### src/rtl/fp_add_seq.sv
`default_nettype none
// ============================================================================
// Module   : fp_add_seq
// Purpose  : Multi-cycle IEEE-754 single-precision adder. A shared datapath
//            is stepped through compare/swap, alignment, add/subtract,
//            normalization and round/pack, one FSM state per phase.
// Revision : 1.0 - initial release
// ----------------------------------------------------------------------------
// Ports    : clk       - rising-edge clock
//            rst       - synchronous active-high reset
//            in_valid  - operands on A/B valid
//            in_ready  - block can accept operands (IDLE only)
//            A, B      - 32-bit operands
//            out_valid - result valid, held until accepted
//            out_ready - consumer accepts result
//            result    - A+B, stable while out_valid
//            busy      - high in every state except IDLE
// Config   : FPADD_RNE_EN - defined: round-to-nearest-even in RND;
//                           undefined: truncate (same latency).
// ============================================================================
module fp_add_seq (
    input  logic        clk,
    input  logic        rst,
    input  logic        in_valid,
    output logic        in_ready,
    input  logic [31:0] A,
    input  logic [31:0] B,
    output logic        out_valid,
    input  logic        out_ready,
    output logic [31:0] result,
    output logic        busy
);
    localparam logic [31:0] c_QNAN = 32'h7FC0_0000;

    typedef enum logic [2:0] {
        S_IDLE  = 3'd0,
        S_CMP   = 3'd1,
        S_SHIFT = 3'd2,
        S_ADD   = 3'd3,
        S_NORM  = 3'd4,
        S_RND   = 3'd5,
        S_DONE  = 3'd6
    } state_t;

    state_t      state_q, state_d;
    logic [31:0] a_q, a_d, b_q, b_d;
    logic        sign_l_q, sign_l_d, sign_s_q, sign_s_d;
    logic        neg0_q, neg0_d;          // both inputs are -0
    logic [9:0]  exp_q, exp_d;            // wide enough for exp+1 overflow checks
    logic [26:0] ml_q, ml_d, ms_q, ms_d;  // {hidden, frac[22:0], G, R, S}
    logic [4:0]  d_q, d_d;
    logic [27:0] sum_q, sum_d;
    logic [31:0] result_q, result_d;
    logic        out_valid_q, out_valid_d;

    // ---------------- unpack / compare (used in CMP) ----------------
    logic [7:0]  w_ea, w_eb, w_ediff;
    logic [26:0] w_ma, w_mb;
    logic        w_a_nan, w_b_nan, w_a_inf, w_b_inf, w_a_is_l;
    logic [4:0]  w_dsat;

    assign w_ea     = a_q[30:23];
    assign w_eb     = b_q[30:23];
    // Exponent 0 is treated as zero: denormal fractions are flushed.
    assign w_ma     = (w_ea == 8'd0) ? 27'd0 : {1'b1, a_q[22:0], 3'b000};
    assign w_mb     = (w_eb == 8'd0) ? 27'd0 : {1'b1, b_q[22:0], 3'b000};
    assign w_a_nan  = (w_ea == 8'hFF) && (a_q[22:0] != 23'd0);
    assign w_b_nan  = (w_eb == 8'hFF) && (b_q[22:0] != 23'd0);
    assign w_a_inf  = (w_ea == 8'hFF) && (a_q[22:0] == 23'd0);
    assign w_b_inf  = (w_eb == 8'hFF) && (b_q[22:0] == 23'd0);
    // Ties resolve to A as the larger operand.
    assign w_a_is_l = {w_ea, w_ma} >= {w_eb, w_mb};
    assign w_ediff  = w_a_is_l ? (w_ea - w_eb) : (w_eb - w_ea);
    assign w_dsat   = (w_ediff > 8'd27) ? 5'd27 : w_ediff[4:0];

    // ---------------- rounding (used in RND) ----------------
    logic        w_rnd_up;
    logic [24:0] w_rnd_sum;
    logic [9:0]  w_exp_r;
    logic [22:0] w_frac_r;

`ifdef FPADD_RNE_EN
    assign w_rnd_up = sum_q[2] && (sum_q[1] || sum_q[0] || sum_q[3]);
`else
    assign w_rnd_up = 1'b0;
`endif
    assign w_rnd_sum = {1'b0, sum_q[26:3]} + {24'd0, w_rnd_up};
    // A carry out of the 24-bit mantissa means it became 1.0 x 2^(e+1).
    assign w_exp_r   = exp_q + {9'd0, w_rnd_sum[24]};
    assign w_frac_r  = w_rnd_sum[24] ? 23'd0 : w_rnd_sum[22:0];

    // ---------------- next-state / datapath ----------------
    always_comb begin
        state_d     = state_q;
        a_d         = a_q;
        b_d         = b_q;
        sign_l_d    = sign_l_q;
        sign_s_d    = sign_s_q;
        neg0_d      = neg0_q;
        exp_d       = exp_q;
        ml_d        = ml_q;
        ms_d        = ms_q;
        d_d         = d_q;
        sum_d       = sum_q;
        result_d    = result_q;
        out_valid_d = out_valid_q;

        case (state_q)
            S_IDLE: begin
                if (in_valid) begin
                    a_d     = A;
                    b_d     = B;
                    state_d = S_CMP;
                end
            end
            S_CMP: begin
                if ((w_ea == 8'hFF) || (w_eb == 8'hFF)) begin
                    if (w_a_nan || w_b_nan || (w_a_inf && w_b_inf && (a_q[31] != b_q[31])))
                        result_d = c_QNAN;
                    else if (w_a_inf)
                        result_d = a_q;
                    else
                        result_d = b_q;
                    out_valid_d = 1'b1;
                    state_d     = S_DONE;
                end else begin
                    sign_l_d = w_a_is_l ? a_q[31] : b_q[31];
                    sign_s_d = w_a_is_l ? b_q[31] : a_q[31];
                    exp_d    = {2'b00, (w_a_is_l ? w_ea : w_eb)};
                    ml_d     = w_a_is_l ? w_ma : w_mb;
                    ms_d     = w_a_is_l ? w_mb : w_ma;
                    d_d      = w_dsat;
                    neg0_d   = a_q[31] && (w_ea == 8'd0) && b_q[31] && (w_eb == 8'd0);
                    state_d  = (w_dsat == 5'd0) ? S_ADD : S_SHIFT;
                end
            end
            S_SHIFT: begin
                // Bit shifted out of S is folded into the new sticky bit.
                ms_d = {1'b0, ms_q[26:2], ms_q[1] | ms_q[0]};
                d_d  = d_q - 5'd1;
                if (d_q == 5'd1)
                    state_d = S_ADD;
            end
            S_ADD: begin
                if (sign_l_q == sign_s_q)
                    sum_d = {1'b0, ml_q} + {1'b0, ms_q};
                else
                    sum_d = {1'b0, ml_q} - {1'b0, ms_q};
                state_d = S_NORM;
            end
            S_NORM: begin
                if (sum_q == 28'd0) begin
                    result_d    = {neg0_q, 31'd0};
                    out_valid_d = 1'b1;
                    state_d     = S_DONE;
                end else if (sum_q[27]) begin
                    // A carry-out right shift always lands bit 26 set, so the
                    // value is normalized and RND follows directly.
                    sum_d   = {1'b0, sum_q[27:2], sum_q[1] | sum_q[0]};
                    exp_d   = exp_q + 10'd1;
                    state_d = S_RND;
                end else if (!sum_q[26] && (exp_q > 10'd1)) begin
                    sum_d = {sum_q[26:0], 1'b0};
                    exp_d = exp_q - 10'd1;
                end else if (!sum_q[26]) begin
                    result_d    = {sign_l_q, 31'd0};
                    out_valid_d = 1'b1;
                    state_d     = S_DONE;
                end else begin
                    state_d = S_RND;
                end
            end
            S_RND: begin
                if (w_exp_r >= 10'd255)
                    result_d = {sign_l_q, 8'hFF, 23'd0};
                else
                    result_d = {sign_l_q, w_exp_r[7:0], w_frac_r};
                out_valid_d = 1'b1;
                state_d     = S_DONE;
            end
            S_DONE: begin
                if (out_ready) begin
                    out_valid_d = 1'b0;
                    state_d     = S_IDLE;
                end
            end
            default: state_d = S_IDLE;
        endcase
    end

    always_ff @(posedge clk) begin
        if (rst) begin
            state_q     <= S_IDLE;
            a_q         <= 32'd0;
            b_q         <= 32'd0;
            sign_l_q    <= 1'b0;
            sign_s_q    <= 1'b0;
            neg0_q      <= 1'b0;
            exp_q       <= 10'd0;
            ml_q        <= 27'd0;
            ms_q        <= 27'd0;
            d_q         <= 5'd0;
            sum_q       <= 28'd0;
            result_q    <= 32'd0;
            out_valid_q <= 1'b0;
        end else begin
            state_q     <= state_d;
            a_q         <= a_d;
            b_q         <= b_d;
            sign_l_q    <= sign_l_d;
            sign_s_q    <= sign_s_d;
            neg0_q      <= neg0_d;
            exp_q       <= exp_d;
            ml_q        <= ml_d;
            ms_q        <= ms_d;
            d_q         <= d_d;
            sum_q       <= sum_d;
            result_q    <= result_d;
            out_valid_q <= out_valid_d;
        end
    end

    assign in_ready  = (state_q == S_IDLE);
    assign busy      = (state_q != S_IDLE);
    assign out_valid = out_valid_q;
    assign result    = result_q;

endmodule
`default_nettype wire
### config.mk
export PLATFORM = sky130hd
export DESIGN_NAME = fp_add_seq
export DESIGN_NICKNAME = d
export VERILOG_FILES = /design/src/rtl/fp_add_seq.sv
export SDC_FILE = /design/constraint.sdc
export NUM_CORES = 1
export LEC_CHECK = 0
export ABC_AREA = 1
export CORE_ASPECT_RATIO = 1.2
export CORE_MARGIN = 8
export CORE_UTILIZATION = 55
export DETAILED_ROUTE_END_ITERATION = 7
export GPL_TIMING_DRIVEN = 0
export PLACE_DENSITY = 0.85
export SETUP_SLACK_MARGIN = 0.05
export SYNTH_ARGS = -nofsm -noshare
export SYNTH_HDL_FRONTEND = slang
export SYNTH_SLANG_ARGS = --single-unit
### constraint.sdc
create_clock -name clk -period 9.38 [get_ports clk]
set_input_delay 1.407 -clock clk [delete_from_list [all_inputs] [get_ports clk]]
set_output_delay 1.407 -clock clk [all_outputs]
set_load 0.005 [all_outputs]
-- Yosys cells after proc, flatten, opt, wreduce, memory -nomap -nowiden
Cells that the tools add are included.
- register bits: 200
- bits of input ports: 68
- output and inout port bits: 35
- logic and storage cells: 137
- add/subtract/negate cells: 7
- $lt $le $gt $ge: 4
- eq/ne operators: 22
- mux-type cells: 49
- bitwise gates (word level): 3
- reduce and logical (&&, ||, !) cells: 38
- operators with widths (kind ; count):
    $mux 32 ; 7
    $mux 27 ; 5
    $mux 28 ; 4
    $pmux 32 s3 ; 1
    $pmux 28 s2 ; 1
    $pmux 27 s2 ; 1
    $logic_not 23->1 ; 2
    $reduce_bool 23->1 ; 2
    $mux 10 ; 4
    $ge 35x35->1 ; 1
    $mux 31 ; 1
    $add 27x27->28 ; 1
    $logic_not 28->1 ; 1
    $sub 27x27->28 ; 1
    $mux 3 ; 7
    $pmux 3 s7 ; 1
    $pmux 10 s2 ; 1
    $eq 8x8->1 const B ; 2
    $logic_not 8->1 ; 2
    $mux 8 ; 2
    $sub 8x8->8 ; 2
    $ne 2x2->1 const B ; 6
    $ne 3x3->1 const B ; 4
    $add 10x1->10 const B ; 1
    other kinds (32) ; 63

-- Longest topological paths before layout
Gate-level depths: netlist of the first run.
- depth after elaboration: 10
- depth in mapped cells: 27
- depth with buffers taken out: 27

-- Worst setup path before layout of the first run
OpenSTA, ideal clock, no wires.
- path kind: register -> register
- start: register ms_q[1]
- end: register sum_q[24]
- setup time: 0.095 ns
- arrival: 3.164 ns
- setup slack: 6.121 ns
- cell stages (with the launch flop): 19
- buffers on the path: 0
- clock period less this slack: 3.259 ns
- cells stage by stage: dfxtp_1 > inv_1 > ha_1 > inv_1 > nor3_1 > nand2_1 > nor3_1 > nand4_1 > nand3b_1 > o31ai_1 > xor2_1 > ha_1 > nand2_1 > nor4_1 > nand3_1 > nand3_1 > xor2_1 > nand2_1 > a221oi_1
- word-level cells in the longest chain between the ends: 3
- elaborated cells on any way between the ends: 4
- those cells by class: add/sub (2); mux (2)
- RTL lines (what ; line ; RTL):
    start, declared ; 50 ; logic [26:0] ml_q, ml_d, ms_q, ms_d;
    start signal, assigned ; 215 ; ms_q <= ms_d;
    $sub 27x27->28 / $add 27x27->28 (equally long branches) ; 148, 146 ;
    $mux 28 (*) ; 145 ; if (sign_l_q == sign_s_q)
    $pmux 28 s2 (*) ; 108 ; case (state_q)
    end signal, assigned ; 217 ; sum_q <= sum_d;
    end, declared ; 52 ; logic [27:0] sum_q, sum_d;
Mark *: on every way between the ends. The rest lies on a longest branch, timed or not.
A chain may end at the register's enable or synchronous reset.

-- Worst setup path in the final report of the first run
- start: register sign_s_q
- end: register sum_q[20]
- word-level cells in the longest chain between the ends: 3
- RTL lines (what ; line ; RTL):
    start, declared ; 47 ; logic sign_l_q, sign_l_d, sign_s_q, sign_s_d;
    start signal, assigned ; 211 ; sign_s_q <= sign_s_d;
    $eq 1x1->1 ; 145 ;
    $mux 28 ; 145 ;
    $pmux 28 s2 ; 108 ;
No other way between the ends.

==> results of run 1 <==
cell usage in the layout (no fill, tap or decap), types with 6 or more instances in the layout:
master | netlist | layout
clkdlybuf4s50_1 | 0 | 100
a31oi_1 | 53 | 53
nand3b_1 | 6 | 6
nand2_1 | 389 | 389
nor2_1 | 104 | 104
ha_1 | 69 | 69
xor2_1 | 33 | 33
nor4_1 | 8 | 8
a21o_1 | 6 | 6
nand4_1 | 37 | 37
buf_4 | 6 | 6
o22ai_1 | 24 | 24
a21oi_1 | 241 | 241
o211ai_1 | 17 | 17
inv_1 | 210 | 210
nand3_1 | 52 | 52
o31ai_1 | 6 | 6
o21ai_0 | 194 | 194
dfxtp_1 | 197 | 197
nor3_1 | 18 | 18
a221oi_1 | 12 | 12
a211oi_1 | 8 | 8
xnor2_1 | 14 | 14
clkbuf_16 | 0 | 17
clkbuf_1 | 56 | 56
buf_1 | 7 | 7
buf_2 | 20 | 20
state kept, by name, summed over array words and instances, names as in the netlist, 3 cells and up:
register / count
b_q: 32
ml_q: 24
sum_q: 28
exp_q: 10
ms_q: 27
state_q: 3
d_q: 5
result: 32
a_q: 32
kinds of logic (layout without fill, tap and decap cells):
kind of cell / count (synthesis) / after routing / share of synthesized area [%]
compound gates: 584 / 584 / 25.8
simple gates: 642 / 642 / 22.2
buf+inv: 310 / 442 / 9.95
xor+xnor: 47 / 47 / 3.28
flops: 197 / 197 / 31.4
fa+ha+maj: 72 / 72 / 7.36
Yosys cell counts, types with 7 or more instances:
library cell,instances
o211ai_1,17
o21ai_0,194
nor4_1,8
xnor2_1,14
nor2_1,104
inv_1,210
nand3_1,52
buf_2,20
nand4_1,37
a221oi_1,12
ha_1,69
dfxtp_1,197
o22ai_1,24
a211oi_1,8
a21oi_1,241
xor2_1,33
a31oi_1,53
clkbuf_1,56
nand2_1,389
nor3_1,18
buf_1,7
through the flow:
step / hold slack [ps] / total power, W / instances
floorplan: 440 / 0.00373 / 1852
global placement: 444 / 0.00469 / 2231
detailed placement: 451 / 0.00475 / 2231
CTS: 461 / 0.00555 / 2263
global route: 472 / 0.00606 / 2263
finish: 458 / 0.00564 / 2263
power by group:
part           internal [W]  switching [W]
Sequential          0.00109       0.000232
Clock              0.000446       0.000351
Combinational       0.00116        0.00236
worst register-to-register path, delay by kind of cell (launching register included):
family | cells | cell delay (ps)
fa+ha+maj | 1 | 370
xor+xnor | 2 | 860
flops | 1 | 330
simple gates | 6 | 780
compound gates | 5 | 1150
buf+inv | 2 | 910
worst paths after layout:
check	startpoint	to	slack (ps)
setup / recovery	sign_s_q$_SDFFE_PP0P_	sum_q[20]$_SDFFE_PP0P_	4910
hold / removal	result[16]$_SDFFE_PP0P_	result[16]$_SDFFE_PP0P_	460
setup reg to reg	sign_s_q$_SDFFE_PP0P_	sum_q[20]$_SDFFE_PP0P_	4910
hold reg to reg	result[16]$_SDFFE_PP0P_	result[16]$_SDFFE_PP0P_	460
area by class of cell:
class	count	area, um2	share of cell area [%]
inverters	216	811	5.58
clock inverters	12	165	1.14
multi-input cells	1345	7350	50.6
plain buffers	94	438	3.01
repair buffers	100	1000	6.89
flip-flops and latches	197	3940	27.1
clock buffers	20	467	3.21
well taps	279	349	2.40
metal layers:
layer | GRT usage, % | vias up | share of wire (%)
met5 | 0 | - | 0
met4 | 16.1 | 0 | 5.6
met3 | 4.18 | 143 | 6.9
met2 | 48.5 | 658 | 47
met1 | 34.4 | 6013 | 40
li1 | - | 6532 | -
==> impl_metrics.toml, run 1 <==
[synthesis]
synthArstFlopShare_pct = 0
postSynthAreaPerCell_um2 = 6.77
synth.distinct_cells = 52
yosys_register_bits = 197
synth_edf_count = 0
synth_area_leader_cell = "dfxtp_1"
netlist_instances = 1852
ys.flop_type = "dfxtp_1"
syn-cell-area_um2 = 12500
ys_warn_count = 0
syn_nets = 1992
netlist.area_leader.share_pct = 31.4
ys_seq_area_share_pct = 31.4
synthTopCellsByArea = "dfxtp_1 31%, nand2_1 12%, a21oi_1 9.6%"

[sta]
rsz0062_at_grt = "false"
period_share_pct = 47.7
setup_violations = 0
maxSlewHeadroom_pct = 35.0
hold_viol = 0
maxSlewViolCount = 0
final.min_clock_period_ps = 4470
clock.fmax_mhz = 224
worst_slack_ps = 4910
worstMarginPinSlew_ps = 968
fin_tns_setup_ps = 0
worst_clock_skew_ps = 13.6

[floorplan]
core_region_area_um2 = 22400
dieArea_um2 = 27900
ioPinCount = 103
die_y_um = 181
start_util_pct = 55.9
num_rows = 60
chipWidth_um = 154

[placement]
place_area_um2 = 13900
port_buffers = 100
dpl_worst_slack_ps = 5000
hpwl_um = 32500
gp_congestion = 1.01

[clock_tree]
cts_htree_levels = 4
clock-sinks = 197
clkLatencyLatePin_ps = 450
cts_tree = "yes"
cts_setup_buffers = 0
path_clk_slew_ps = 70
cts_root_buf = "clkbuf_16"
ctsResizeCount = 0
cts_made_buffers = 17
postCtsHoldBufs = 0
clock_path_buffers = 2

[power_and_ir_drop]
leakagePower_nw = 6.04
vdd_drop_max_uv = 180
power_density_nw_per_um2 = 388

[critical_path]
max_stage_delay_ps = 780
startpoint_type = "flip-flop"
crit_arrival_ps = 4860
worstSetupPathType = "reg2reg"
cp_data_required_time_ps = 9760
reg2regPathDepth = 16
critPathTopFamily = "compound AO/OA/AOI/OAI gates"
worstSetupEndpointType = "flip-flop"
crit_cells = 16
path_max_fanout = 10
crit_path_cell_trace = "xnor2_1 > clkinv_1 > clkbuf_1 > nand2_1 > xor2_1 > ha_1 > nand3_1 > nand3_1 > a21oi_1 > o21bai_1 > a21oi_1 > o21ai_0 > nand2_1 > nand3b_1 > nand3_1 > a21oi_1"
timing.critical_path.slowest_stage_cell = "xnor2_1"
path_buf_inv = 2

[routing]
viasPerCell = 5.90
antenna_left = 0
drc_errors = 0
vias = 13346
post_drt_wl_per_cell_um = 18.0
wirelength_um = 40700
drt_pass1_iterations = 6
drtIter0Drc = 1077

[hold_path]
hold_path.class = "reg2reg"
hold_path_depth = 2

[grt]
first_global_vias = 12679
grt_max_degree = 18
gr-total-overflow = 0
grt_usage_pct = 28.7
antenna_found_initial = 0
grt_first_pass_wirelength_um = 65100

[outcome]
status = "finished, final reports clean"

[cells_and_area]
drive_above_1_share_pct = 4.74
antennaDiodeCount = 0
fin_nets = 2111
fillCellCount = 2029
final_util_pct = 64.7
syn2layout_area_growth_pct = 15.8
fin_area_um2 = 14500

[flow_run]
maxCapViolCount = 0
Power figures use the tool's default switching activity.
==> run 2: changes to the inputs <==
==> constraint.sdc (replaced) <==
create_clock -name clk -period 4.27 [get_ports clk]
set_input_delay 0.6405 -clock clk [delete_from_list [all_inputs] [get_ports clk]]
set_output_delay 0.6405 -clock clk [all_outputs]
set_load 0.005 [all_outputs]
==> run 2 against run 1 <==
  * The run now ends with design-rule violations left
  * Sequential share of layout area decreased by 0.056 points
  * Clock skew shrank 2.0 ps
  * Sequential power up 120%
  * Largest cell class unchanged
  * Highest routed layer unchanged
  * Setup slack worse by 4700 ps
  * Combinational power increased by 120%
==> impl_metrics.toml, run 2 (same netlist as run 1, synthesis figures left out) <==
[routing]
vias = 13432
post_drt_wl_per_cell_um = 18.0
wirelength_um = 40700
drtIter0Drc = 1096
drt_pass1_iterations = 8
drc_errors = 1
viasPerCell = 5.94
antenna_left = 0

[clock_tree]
cts_tree = "yes"
cts_setup_buffers = 0
clock-sinks = 197
path_clk_slew_ps = 70
postCtsHoldBufs = 0
clkLatencyLatePin_ps = 450
cts_made_buffers = 17
cts_htree_levels = 4
cts_root_buf = "clkbuf_16"
clock_path_buffers = 2
ctsResizeCount = 1

[critical_path]
critPathMostFrequentCell = "nor2_1"
path_buf_inv = 4
crit_arrival_ps = 4340
worstSetupPathType = "reg2reg"
rrSetupSlack_ps = 240
crit_path_cell_trace = "inv_1 > nand4_1 > nor2_2 > clkbuf_1 > nor2_1 > ha_1 > nand2_1 > nor2_1 > nand2_1 > nor2_1 > nor2_1 > nand2_1 > nand2_2 > nand2_4 > buf_6 > buf_2 > a21oi_1 > o21ai_0 > a31oi_1"
r2r_start = "a_q[24]$_SDFFE_PP0P_"
regToRegEndpoint = "exp_q[5]$_SDFFE_PP0P_"
worstSetupEndpointType = "flip-flop"
max_stage_delay_ps = 490
crit_start = "a_q[24]$_SDFFE_PP0P_"
critPathTopFamily = "simple AND/OR/NAND/NOR gates"
startpoint_type = "flip-flop"
cp_data_required_time_ps = 4580
path_max_fanout = 10
reg2regPathDepth = 19
timing.critical_path.slowest_stage_cell = "clkbuf_1"

[placement]
gp_congestion = 1.01
place_inst = 2231
place_area_um2 = 13900
hpwl_um = 32500
port_buffers = 100
dpl_worst_slack_ps = -114

[cells_and_area]
mostFrequentLayoutCell = "nand2_1"
fin_nets = 2111
layout.cells.non_filler = 2263
antennaDiodeCount = 0
layout_common_cells = "389 x nand2_1, 241 x a21oi_1, 210 x inv_1"
drive_above_1_share_pct = 5.04
syn2layout_area_growth_pct = 16.0
fin_area_um2 = 14600

[floorplan]
dieArea_um2 = 27900
ioPinCount = 103
die_y_um = 181
core_region_area_um2 = 22400
start_util_pct = 55.9
num_rows = 60
chipWidth_um = 154

[grt]
grt_max_degree = 18
gr-total-overflow = 0
grt_first_pass_wirelength_um = 65100
antenna_found_initial = 0
first_global_vias = 12679
grt_usage_pct = 28.7

[power_and_ir_drop]
internal_power_w = 0.00594
clkPwrFrac_pct = 14.1
switching_share_pct = 52.2
p_comb_share_pct = 62.4
power_density_nw_per_um2 = 853
power.total_w = 0.0124
leakagePower_nw = 6.05
pwr-share-seq_pct = 23.5
vdd_drop_max_uv = 394
p_switching_w = 0.00648

[sta]
final.min_clock_period_ps = 4030
period_share_pct = 94.3
fin_hold_ws_ps = 458
setup_violations = 0
rsz0062_at_grt = "false"
worstMarginPinSlew_ps = 738
maxSlewHeadroom_pct = 50.8
clock.fmax_mhz = 248
maxSlewViolCount = 0
worst_clock_skew_ps = 11.6
worst_slack_ps = 243
hold_viol = 0

[outcome]
status = "finished with violations"
violations = "design-rule violations"

[flow_run]
maxCapViolCount = 0

[hold_path]
hold_path.class = "reg2reg"
min_to = "result[16]$_SDFFE_PP0P_"
hold_path_depth = 2
worstHoldStart = "result[16]$_SDFFE_PP0P_"
-- run 2: cell type report --
cell class / count / area (um2)
Fill cell: 2024 / 7890
Multi-Input combinational cell: 1345 / 7380
Sequential cell: 197 / 3940
Timing Repair Buffer: 100 / 1000
Inverter: 216 / 811
Clock buffer: 20 / 467
Buffer: 94 / 438
Tap cell: 279 / 349
Clock inverter: 12 / 165
-- run 2: worst min-delay path, stage by stage, from the launching register on --
cell and delay [ps]:
dfxtp_1 310, nand2_1 60, a21oi_1 50
-- run 2: power by group through the flow --
| stage | clock network [W] | registers [W] | logic [W] |
|---|---|---|---|
| floorplan | 0 | 0.00276 | 0.00544 |
| CTS | 0.00173 | 0.00289 | 0.00757 |
| global route | 0.00180 | 0.00297 | 0.00857 |
| detailed placement | 0 | 0.00292 | 0.00750 |
| global placement | 0 | 0.00290 | 0.00740 |
| finish | 0.00175 | 0.00292 | 0.00776 |
-- run 2: metal layers --
| metal | part of all wire [%] | vias to the layer above | track usage [%] |
|---|---|---|---|
| met3 | 6.8 | 141 | 4.18 |
| met2 | 47 | 655 | 48.5 |
| met4 | 5.5 | 0 | 16.1 |
| met1 | 41 | 6100 | 34.4 |
| met5 | 0 | - | 0 |
| li1 | - | 6536 | - |
-- run 2: worst max-delay path by stage --
stage                                         to  slack (ps)  cells past startpoint
after floorplan           sum_q[24]$_SDFFE_PP0P_        1010                     18
after global placement    sum_q[14]$_SDFFE_PP0P_         -70                     16
after detailed placement  sum_q[14]$_SDFFE_PP0P_        -110                     16
after CTS                 sum_q[23]$_SDFFE_PP0P_         110                     20
after global routing      sum_q[23]$_SDFFE_PP0P_          30                     20
final                      exp_q[5]$_SDFFE_PP0P_         240                     19
-- run 2: stage by stage --
stage | utilization [%] | setup TNS [ps]
floorplan | - | 0
global placement | 61.9 | -98.1
detailed placement | 61.9 | -237
CTS | 64.8 | 0
global route | 64.9 | 0
finish | 64.9 | 0
